[config.mk]
export PLATFORM = sky130hd
export DESIGN_NAME = apb_req_arbiter
export DESIGN_NICKNAME = d
export VERILOG_FILES = /design/src/rtl/apb_req_arbiter.sv
export SDC_FILE = /design/constraint.sdc
export NUM_CORES = 1
export LEC_CHECK = 0
export ABC_AREA = 1
export CORE_MARGIN = 4
export CORE_UTILIZATION = 35
export DETAILED_ROUTE_END_ITERATION = 7
export MAX_ROUTING_LAYER = met4
export PLACE_DENSITY = 0.77
export SLEW_MARGIN = 20
export SYNTH_ARGS = -nofsm -noshare
export SYNTH_HDL_FRONTEND = slang
export SYNTH_SLANG_ARGS = --single-unit
[constraint.sdc]
create_clock -name PCLK -period 2.5 [get_ports PCLK]
set_input_delay 0.375 -clock PCLK [delete_from_list [all_inputs] [get_ports PCLK]]
set_output_delay 0.375 -clock PCLK [all_outputs]
set_load 0.1 [all_outputs]
[src/rtl/apb_req_arbiter.sv]
// apb_req_arbiter: two-port round-robin front end for an APB master.
// Requesters hand over single read/write commands through valid/ready.
// The winning command is copied into hold registers, launched with a
// one-cycle TRANSFER strobe, and retired when the bus shows PENABLE&&PREADY.
// Completion data, slave error and a done pulse go back to the granted port.
// A sticky flag records any transfer that stalls for too long.
module apb_req_arbiter #(
    parameter int TIMEOUT_CYCLES = 16
) (
    input  logic        PCLK,
    input  logic        PRESET,

    // requester 0
    input  logic        req0_valid,
    input  logic        req0_write,
    input  logic [31:0] req0_addr,
    input  logic [31:0] req0_wdata,
    output logic        req0_ready,
    output logic        req0_done,
    output logic [31:0] req0_rdata,
    output logic        req0_err,

    // requester 1
    input  logic        req1_valid,
    input  logic        req1_write,
    input  logic [31:0] req1_addr,
    input  logic [31:0] req1_wdata,
    output logic        req1_ready,
    output logic        req1_done,
    output logic [31:0] req1_rdata,
    output logic        req1_err,

    // APB master command side
    output logic        m_transfer,
    output logic        m_write,
    output logic        m_read,
    output logic [31:0] m_waddr,
    output logic [31:0] m_raddr,
    output logic [31:0] m_wdata,

    // APB bus observation
    input  logic        PENABLE,
    input  logic        PREADY,
    input  logic        PSLVERR,
    input  logic [31:0] PRDATA,

    // status
    output logic        busy,
    output logic        grant_id,
    output logic        timeout
);

    typedef enum logic [1:0] {
        ST_IDLE  = 2'd0,
        ST_ISSUE = 2'd1,
        ST_WAIT  = 2'd2
    } state_t;

    // Stall threshold in the counter's own width; legal range is 1..255.
    localparam logic [7:0] TO_LIMIT = 8'(TIMEOUT_CYCLES);

    // ------------------------------------------------------------------
    // Requester ports gathered into indexable form
    // ------------------------------------------------------------------
    logic [1:0]  req_valid;
    logic [1:0]  req_write;
    logic [31:0] req_addr  [2];
    logic [31:0] req_wdata [2];

    assign req_valid    = {req1_valid, req0_valid};
    assign req_write    = {req1_write, req0_write};
    assign req_addr[0]  = req0_addr;
    assign req_addr[1]  = req1_addr;
    assign req_wdata[0] = req0_wdata;
    assign req_wdata[1] = req1_wdata;

    // ------------------------------------------------------------------
    // State
    // ------------------------------------------------------------------
    state_t      state_q, state_d;
    logic        hold_write_q, hold_write_d;
    logic [31:0] hold_addr_q,  hold_addr_d;
    logic [31:0] hold_wdata_q, hold_wdata_d;
    logic        grant_id_q,   grant_id_d;
    logic        last_q,       last_d;
    logic [7:0]  cnt_q,        cnt_d;
    logic        timeout_q,    timeout_d;
    logic [1:0]  done_q,       done_d;
    logic [1:0]  err_q,        err_d;
    logic [31:0] rdata_q [2];
    logic [31:0] rdata_d [2];

    logic        winner;
    logic [1:0]  port_ready;
    logic        accept;
    logic        complete;
    logic [7:0]  cnt_inc;
    logic        m_transfer_c;

    // ------------------------------------------------------------------
    // Arbitration: a lone requester always wins; on a tie the port that
    // did not own the last completed transfer wins. After reset last_q=1,
    // so port 0 takes the first tie.
    // ------------------------------------------------------------------
    assign winner   = (&req_valid) ? ~last_q : req_valid[1];
    assign accept   = |port_ready;
    assign complete = (state_q == ST_WAIT) && PENABLE && PREADY;

    // Per-port handshake and completion capture.
    genvar gi;
    generate
        for (gi = 0; gi < 2; gi++) begin : g_port
            logic port_hit;

            // Only the current winner sees ready, and only while idle.
            assign port_ready[gi] = (state_q == ST_IDLE) && req_valid[gi]
                                    && (winner == 1'(gi));

            // Completion belongs to whichever port owns the transfer.
            assign port_hit    = complete && (grant_id_q == 1'(gi));
            assign done_d[gi]  = port_hit;
            assign err_d[gi]   = port_hit ? PSLVERR : err_q[gi];
            assign rdata_d[gi] = port_hit ? PRDATA  : rdata_q[gi];
        end
    endgenerate

    // ------------------------------------------------------------------
    // Next-state logic for the transfer FSM and the TRANSFER strobe
    // ------------------------------------------------------------------
    always_comb begin
        state_d      = state_q;
        m_transfer_c = 1'b0;
        case (state_q)
            ST_IDLE: begin
                if (accept) begin
                    state_d = ST_ISSUE;
                end
            end
            ST_ISSUE: begin
                m_transfer_c = 1'b1;
                state_d      = ST_WAIT;
            end
            ST_WAIT: begin
                if (complete) begin
                    state_d = ST_IDLE;
                end
            end
            default: begin
                state_d = ST_IDLE;
            end
        endcase
    end

    // Hold registers, grant owner and round-robin history update.
    always_comb begin
        hold_write_d = hold_write_q;
        hold_addr_d  = hold_addr_q;
        hold_wdata_d = hold_wdata_q;
        grant_id_d   = grant_id_q;
        last_d       = last_q;
        if (accept) begin
            hold_write_d = req_write[winner];
            hold_addr_d  = req_addr[winner];
            hold_wdata_d = req_wdata[winner];
            grant_id_d   = winner;
        end
        if (complete) begin
            last_d = grant_id_q;
        end
    end

    // Stall counter: restarts as WAIT is entered, counts WAIT cycles that
    // do not complete (saturating), and latches the sticky flag the moment
    // the count hits the threshold. The FSM itself keeps waiting.
    assign cnt_inc = (cnt_q == 8'hFF) ? 8'hFF : cnt_q + 8'd1;

    always_comb begin
        cnt_d     = cnt_q;
        timeout_d = timeout_q;
        if (state_q == ST_ISSUE) begin
            cnt_d = 8'd0;
        end else if ((state_q == ST_WAIT) && !complete) begin
            cnt_d = cnt_inc;
            if (cnt_inc == TO_LIMIT) begin
                timeout_d = 1'b1;
            end
        end
    end

    // ------------------------------------------------------------------
    // All state registers; a reset abandons any in-flight command.
    // ------------------------------------------------------------------
    always_ff @(posedge PCLK) begin
        if (PRESET) begin
            state_q      <= ST_IDLE;
            hold_write_q <= 1'b0;
            hold_addr_q  <= '0;
            hold_wdata_q <= '0;
            grant_id_q   <= 1'b0;
            last_q       <= 1'b1;
            cnt_q        <= '0;
            timeout_q    <= 1'b0;
            done_q       <= '0;
            err_q        <= '0;
            for (int i = 0; i < 2; i++) begin
                rdata_q[i] <= '0;
            end
        end else begin
            state_q      <= state_d;
            hold_write_q <= hold_write_d;
            hold_addr_q  <= hold_addr_d;
            hold_wdata_q <= hold_wdata_d;
            grant_id_q   <= grant_id_d;
            last_q       <= last_d;
            cnt_q        <= cnt_d;
            timeout_q    <= timeout_d;
            done_q       <= done_d;
            err_q        <= err_d;
            for (int i = 0; i < 2; i++) begin
                rdata_q[i] <= rdata_d[i];
            end
        end
    end

    // ------------------------------------------------------------------
    // Outputs
    // ------------------------------------------------------------------
    assign busy       = (state_q != ST_IDLE);
    assign m_transfer = m_transfer_c;
    assign m_write    = busy &&  hold_write_q;
    assign m_read     = busy && !hold_write_q;
    assign m_waddr    = hold_addr_q;
    assign m_raddr    = hold_addr_q;
    assign m_wdata    = hold_wdata_q;
    assign grant_id   = grant_id_q;
    assign timeout    = timeout_q;

    assign req0_ready = port_ready[0];
    assign req1_ready = port_ready[1];
    assign req0_done  = done_q[0];
    assign req1_done  = done_q[1];
    assign req0_err   = err_q[0];
    assign req1_err   = err_q[1];
    assign req0_rdata = rdata_q[0];
    assign req1_rdata = rdata_q[1];

endmodule
-- After elaboration in Yosys (flattened, before gate mapping)
Memory sizes are Yosys's and may differ from the RTL's.
Cells that the tools add are included.
W data, S select, Z words.
- memories: 1
- output and inout port bits: 172
- register bits: 82
- logic and storage cells: 69
- input bits: 169
- RAM bits: 64
- order comparisons: 2
- mux-type cells: 21
- equal/unequal tests: 6
- bitwise logic cells: 7
- $add $sub $neg: 1
- reduce and logical (&&, ||, !) cells: 20
- memory list (memory ; words ; bits a word ; rd ports ; clocked after memory_dff ; wr ports ; line ; text):
    rdata_q ; 2 ; 32 ; 2 ; 0 ; 2 ; 90 ; logic [31:0] rdata_q [2];
- operators with widths (cell ; count):
    $mux W32 ; 10
    $logic_and A1 B1 Y1 ; 11
    $add A8 B1 Y8 const B ; 1
    $eq A8 B5 Y1 const B ; 1
    $eq A8 B8 Y1 const B ; 1
    $mux W8 ; 1
    $mux W1 ; 7
    $pmux W2 S3 ; 1
    $mux W2 ; 2
    $ne A2 B2 Y1 const B ; 2
    $not A1 Y1 ; 4
    $reduce_and A2 Y1 ; 2
    $reduce_or A2 Y1 ; 2
    $reduce_and A3 Y1 ; 1
    $eq A2 B1 Y1 const B ; 1
    $eq A2 B2 Y1 const B ; 1
    $ge A2 B2 Y1 const B ; 1
    $logic_not A1 Y1 ; 2
    $logic_not A2 Y1 ; 1
    $lt A1 B2 Y1 const B ; 1
    $not A1 Y2 ; 1
    $or A1 B1 Y1 ; 2
    $reduce_bool A2 Y1 ; 1

-- Logic depth before layout (Yosys ltp)
Gate-level depths: netlist (run 1).
- depth in word-level cells: 7
- depth in mapped cells: 9

-- Worst setup path after synthesis (run 1)
Ideal clock, no wire load.
- path kind: in2out
- start point: input req0_valid
- end point: output req0_ready
- data required time: 2.125 ns
- data arrival time: 2.085 ns
- path slack: 0.040 ns
- cell stages on the path: 5
- path buffers: 1
- cell sequence: nand2_1 nand2_1 inv_1 clkbuf_1 nor2_1
- word-level cells in the longest chain between the ends: 4
- elaborated cells between the ends (all ways): 5
- RTL lines (item ; line ; text):
    from (decl) ; 14 ; input logic req0_valid,
    $reduce_and A2 Y1 ; 105 ; assign winner = (&req_valid) ? ~last_q : req_valid[1];
    $mux W1 ; 105 ;
    $not A1 Y1 ; 117 ; && (winner == 1'(gi));
    $logic_and A1 B1 Y1 * ; 117 ;
    to (decl) ; 18 ; output logic req0_ready,
Mark *: on every way between the ends. The rest lies on a longest branch, timed or not.

-- Final worst setup path (run 1)
Same ends and word-level chain as after synthesis.

==> results.py, run 1 <==
metrics = {
    "power": {
        "peakVddDrop_mv": 0.468,
        "power_leakage_nw": 4.01,
        "p_per_area_nw_per_um2": 835,
    },
    "clock_network": {
        "ctsHoldBuffers": 0,
        "clk_pin_slew_ns": 0.06,
        "cts_buffers": 17,
        "root_buffer": "clkbuf_16",
        "cts_tree": "built",
        "cts_sinks": 146,
        "htreeDepth": 4,
        "clk_latency_ns": 0.42,
        "cts_resized": 0,
        "cts_setup_buffers": 0,
        "clockBufferDepth": 2,
    },
    "sta": {
        "max_slew_margin": 0.573,
        "fin_crit_ns": 1.88,
        "fin_skew_ns": 0.00685,
        "fin_crit_sh": 0.752,
        "slew_violations": 0,
        "setup_viol": 0,
        "rsz0062_at_grt": "false",
        "finalSetupTns_ns": 0,
        "setup_ws_ns": 0.620,
        "worst_pin_slew_ns": 0.640,
        "fmax_mhz": 532,
        "hold_violations": 0,
    },
    "placement": {
        "dpl_cell_area_um2": 8790,
        "place_ws_ns": 0.455,
        "port_buffers": 340,
        "hpwl_mm": 15.4,
        "gp_congestion": 0.796,
        "dp_cells": 1219,
    },
    "die": {
        "row_count": 47,
        "die-area_um2": 19000,
        "io_pins": 341,
        "fp.dieH_um": 138,
        "die_width_um": 138,
        "start_util": 0.357,
        "coreArea_um2": 16500,
    },
    "logic_synthesis": {
        "synth-seq-cells": 146,
        "ys_warn_count": 0,
        "synth_nets": 901,
        "ys_seq_area_frac": 0.495,
        "synth_area_um2": 5900,
        "netlist-cell-type-count": 22,
        "syn_inst": 731,
        "synth.avg_cell_area_um2": 8.07,
    },
    "cells_and_area": {
        "final_core_util": 0.569,
        "final_cell_mix": "188 x nand2_1, 183 x buf_4, 168 x clkdlybuf4s50_1, 146 x dfxtp_1, 68 x a31oi_1",
        "area_growth_pct": 59.4,
        "final_cell_area_um2": 9400,
        "layout_commonest_cell": "nand2_1",
        "drive_gt1_frac": 0.224,
        "nets": 1188,
        "finalNonFillerCells": 1253,
    },
    "global_route": {
        "antenna_found_initial": 2,
        "grt_max_degree": 62,
        "grt_use_total": 0.217,
        "grt_pass1_wl_mm": 31.0,
        "gr-total-overflow": 0,
        "grt_pass1_vias": 5957,
    },
    "worst_setup_path": {
        "worstPathArrival_ns": 1.51,
        "crit_fanout": 4,
        "cp_cell_sequence": "clkdlybuf4s50_1, nand2_1, nand2_2, inv_2, nor2_1, buf_12",
        "critPathLaunchType": "primary input",
        "crit_type": "in -> out",
        "slowest_stage": "clkdlybuf4s50_1",
        "critPathMaxStageDelay_ns": 0.48,
        "endpoint_kind": "primary output",
        "cp.required_ns": 2.12,
    },
    "drt": {
        "drt_iter0_drc": 352,
        "drt-pass1-iter-count": 5,
        "vias_per_cell": 5.01,
        "vias": 6275,
        "route.detailed.drc": 0,
        "routedWlPerCell_um": 16.8,
        "drtAntennaViolNets": 0,
        "routed_wl_mm": 21.1,
    },
    "outcome": {
        "outcome": "finished clean",
    },
    "flow_run": {
        "drv_cap": 0,
    },
    "hold_path": {
        "hold_path_class": "reg -> reg",
    },
}
[registers in the layout, indices dropped and copies added (netlist names)]
name	flops
timeout	1
cnt_q	8
rdata_q	64
done_q	2
m_raddr	32
last_q	1
err_q	2
m_wdata	32
hold_write_q	1
grant_id	1
state_q	2
[routing by layer]
layer  vias to the layer above  GRT usage  wire length (um)
met1                      2879      0.253              8160
met4                         0     0.0906               582
met3                        41     0.0687              2210
met2                       299      0.345             10100
met5                         -          -                 0
li1                       3056          -                 -
[area by class of cell]
type | count | area, um^2
fill | 1470 | 7120
clock buffer | 19 | 453
inverter | 25 | 93.8
timing repair buffer | 355 | 3140
tap | 220 | 275
multi-input combinational | 473 | 2370
antenna | 2 | 5.00
sequential | 146 | 2920
clock inverter | 13 | 151
[worst paths after layout]
check / from / endpoint / slack, ns / cells past startpoint
max: req0_valid / req0_ready / 0.62 / 6
min: timeout / timeout / 0.45 / 2
max reg2reg: state_q[1] / m_wdata[19] / 0.88 / 8
min reg2reg: timeout / timeout / 0.45 / 2
[stage by stage]
stage	hold slack [ns]	power, mW
4_1_cts	0.452	7.92
2_1_floorplan	0.440	4.66
3_5_place_dp	0.443	5.33
3_3_place_gp	0.443	5.32
6_report	0.452	7.85
5_1_grt	0.468	8.14
[Yosys cell counts]
master    instances  share of area
a21oi_1          39          0.033
a22o_1           33          0.049
a31oi_1          68          0.072
buf_2            20          0.017
buf_4            36          0.046
buf_6             5         0.0095
clkbuf_1         26          0.017
clkinv_1          1        0.00064
dfxtp_1         146           0.50
ha_1              1         0.0021
inv_1            21          0.013
inv_2             3         0.0019
nand2_1         189           0.12
nand2_2           2         0.0021
nand3_1          41          0.035
nor2_1           19          0.012
nor2_4            4         0.0076
o211ai_1          1         0.0013
o21ai_0          39          0.033
o21ai_1          35          0.030
o21bai_1          1         0.0013
o221ai_1          1         0.0015
[critical path: cells and delay by family]
family	cells	cell delay, ns
AND/OR/NAND/NOR	3	0.37
buffers and inverters	3	0.76
[logic make-up after synthesis]
kind of cell,Yosys count,share of synthesized area
flops,146,0.495
buf+inv,112,0.105
simple gates,255,0.177
compound gates,217,0.221
fa+ha+maj,1,0.00212
[where the power goes]
group          switching [mW]  internal [mW]
sequential              0.117           2.48
clock                    1.03           1.54
combinational            2.02          0.653
total                    3.18           4.67
(Power assumes the default switching activity.)
==> run 2, diff against run 1 <==
- clock period: 2.5 -> 1.78 ns (I/O delays scaled with it)
==> results.py, run 2 (synthesis results as in run 1) <==
metrics = {
    "placement": {
        "gp_congestion": 0.821,
        "place_ws_ns": -0.0305,
        "port_buffers": 340,
        "hpwl_mm": 16.2,
    },
    "drt": {
        "vias_per_cell": 5.04,
        "drtAntennaViolNets": 0,
        "route.detailed.drc": 0,
        "routed_wl_mm": 21.8,
        "drt-pass1-iter-count": 4,
        "drt_iter0_drc": 332,
        "vias": 6368,
        "routedWlPerCell_um": 17.2,
    },
    "clock_network": {
        "clk_latency_ns": 0.42,
        "cts_tree": "built",
        "root_buffer": "clkbuf_16",
        "htreeDepth": 4,
        "cts_sinks": 146,
        "cts_buffers": 17,
        "clk_pin_slew_ns": 0.07,
        "clockBufferDepth": 2,
    },
    "cells_and_area": {
        "top_register": "rdata_q",
        "final_cell_mix": "187 x nand2_1, 168 x clkdlybuf4s50_1, 145 x buf_4, 143 x dfxtp_1, 68 x a31oi_1",
        "drive_gt1_frac": 0.237,
        "nets": 1198,
        "layout_commonest_cell": "nand2_1",
        "largest_register_ffs": 64,
        "area_growth_pct": 71.1,
    },
    "die": {
        "die-area_um2": 19000,
        "die_width_um": 138,
        "coreArea_um2": 16500,
        "row_count": 47,
        "io_pins": 341,
        "start_util": 0.357,
        "fp.dieH_um": 138,
    },
    "worst_setup_path": {
        "critPathLaunchType": "flop",
        "worst_r2r_startpoint": "state_q[0]",
        "cp_top_family": "flip-flops",
        "cp_cell_sequence": "nand2_1, nand2_2, inv_2, nor2_2, buf_12",
        "cp.required_ns": 1.51,
        "worstPathArrival_ns": 1.39,
        "crit_type": "reg -> out",
        "worstRegToRegCells": 7,
        "r2r-end": "rdata_q[0][53]",
        "r2r_slack_ns": 0.25,
        "crit_fanout": 5,
        "path_buf_inv": 2,
        "critPathMaxStageDelay_ns": 0.36,
        "slowest_stage": "dfxtp_1",
        "endpoint_kind": "primary output",
    },
    "sta": {
        "setup_viol": 0,
        "finalSetupTns_ns": 0,
        "rsz0062_at_grt": "false",
        "fmax_mhz": 603,
        "hold_violations": 0,
        "fin_crit_sh": 0.932,
        "setup_ws_ns": 0.121,
        "hold_slack_ns": 0.411,
        "slew_violations": 0,
        "fin_crit_ns": 1.66,
        "fin_skew_ns": 0.0104,
        "worst_pin_slew_ns": 0.635,
        "max_slew_margin": 0.576,
    },
    "hold_path": {
        "holdPathEnd": "m_raddr[11]",
        "whs_path_depth": 3,
        "hold_path_class": "in -> reg",
        "hold_start": "req0_addr[11]",
    },
    "global_route": {
        "gr-total-overflow": 0,
        "grt_pass1_vias": 6105,
        "grt_use_total": 0.225,
        "grt_max_degree": 66,
        "antenna_found_initial": 3,
        "grt_pass1_wl_mm": 32.2,
    },
    "power": {
        "power_leakage_nw": 4.24,
        "peakVddDrop_mv": 0.672,
        "p_per_area_nw_per_um2": 1130,
    },
    "outcome": {
        "outcome": "finished clean",
    },
    "flow_run": {
        "drv_cap": 0,
    },
}
==> run 2: cell types whose count changed in the layout (fill, tap and decap cells not counted), sizes merged <==
cell	before	now
buf	187	197
inv	27	32
clkbuf	19	17
clkinvlp	3	1
clkinv	6	5
diode	2	3
==> run 2: worst min-delay path, delay by kind of cell <==
kind	cells	cell delay (ns)
AOI/OAI and AO/OA	1	0.07
buffers and inverters	1	0.39
and+or+nand+nor	1	0.06
==> run 2: cell type report <==
type,instances,area [um^2]
Antenna cell,3,7.51
Clock inverter,15,171
Multi-Input combinational cell,473,2370
Sequential cell,146,2930
Timing Repair Buffer,365,3810
Fill cell,1407,6430
Clock buffer,17,425
Tap cell,220,275
Inverter,25,101
==> run 2: routing by layer <==
metal,share of wire,global-route usage,up-vias
li1,-,-,3085
met2,0.48,0.352,301
met4,0.034,0.102,0
met3,0.11,0.0763,46
met5,0,-,-
met1,0.38,0.261,2936
==> run 2: report_power, final <==
part           switching (mW)  internal (mW)  total (mW)
sequential              0.214           3.49        3.70
combinational            2.87           1.22        4.09
clock                    1.51           2.11        3.62
==> run 2: what timing repair did <==
item	CTS	global route
hold buffers	0	0
setup endpoints to repair	1	0
setup buffers	2	0
resized for setup	1	0
==> run 2: worst max path at each step <==
| stage | start | to | slack, ns | cells past startpoint |
|---|---|---|---|---|
| 2_1_floorplan | state_q[1] | m_read | -0.15 | 2 |
| 3_3_place_gp | PREADY | rdata_q[0][35] | 0.03 | 7 |
| 3_5_place_dp | PENABLE | rdata_q[0][63] | -0.03 | 7 |
| 4_1_cts | last_q | req0_ready | 0.11 | 5 |
| 5_1_grt | last_q | req0_ready | 0.02 | 5 |
| 6_report | last_q | req0_ready | 0.12 | 5 |
==> run 2: through the flow <==
| stage | instances | total power [mW] | instance area [um^2] | util |
|---|---|---|---|---|
| floorplan | 731 | 6.58 | 5940 | - |
| global placement | 1227 | 7.83 | 9470 | 0.573 |
| detailed placement | 1227 | 7.86 | 9470 | 0.573 |
| CTS | 1261 | 11.5 | 10100 | 0.610 |
| global route | 1264 | 11.8 | 10100 | 0.611 |
| finish | 1264 | 11.4 | 10100 | 0.611 |
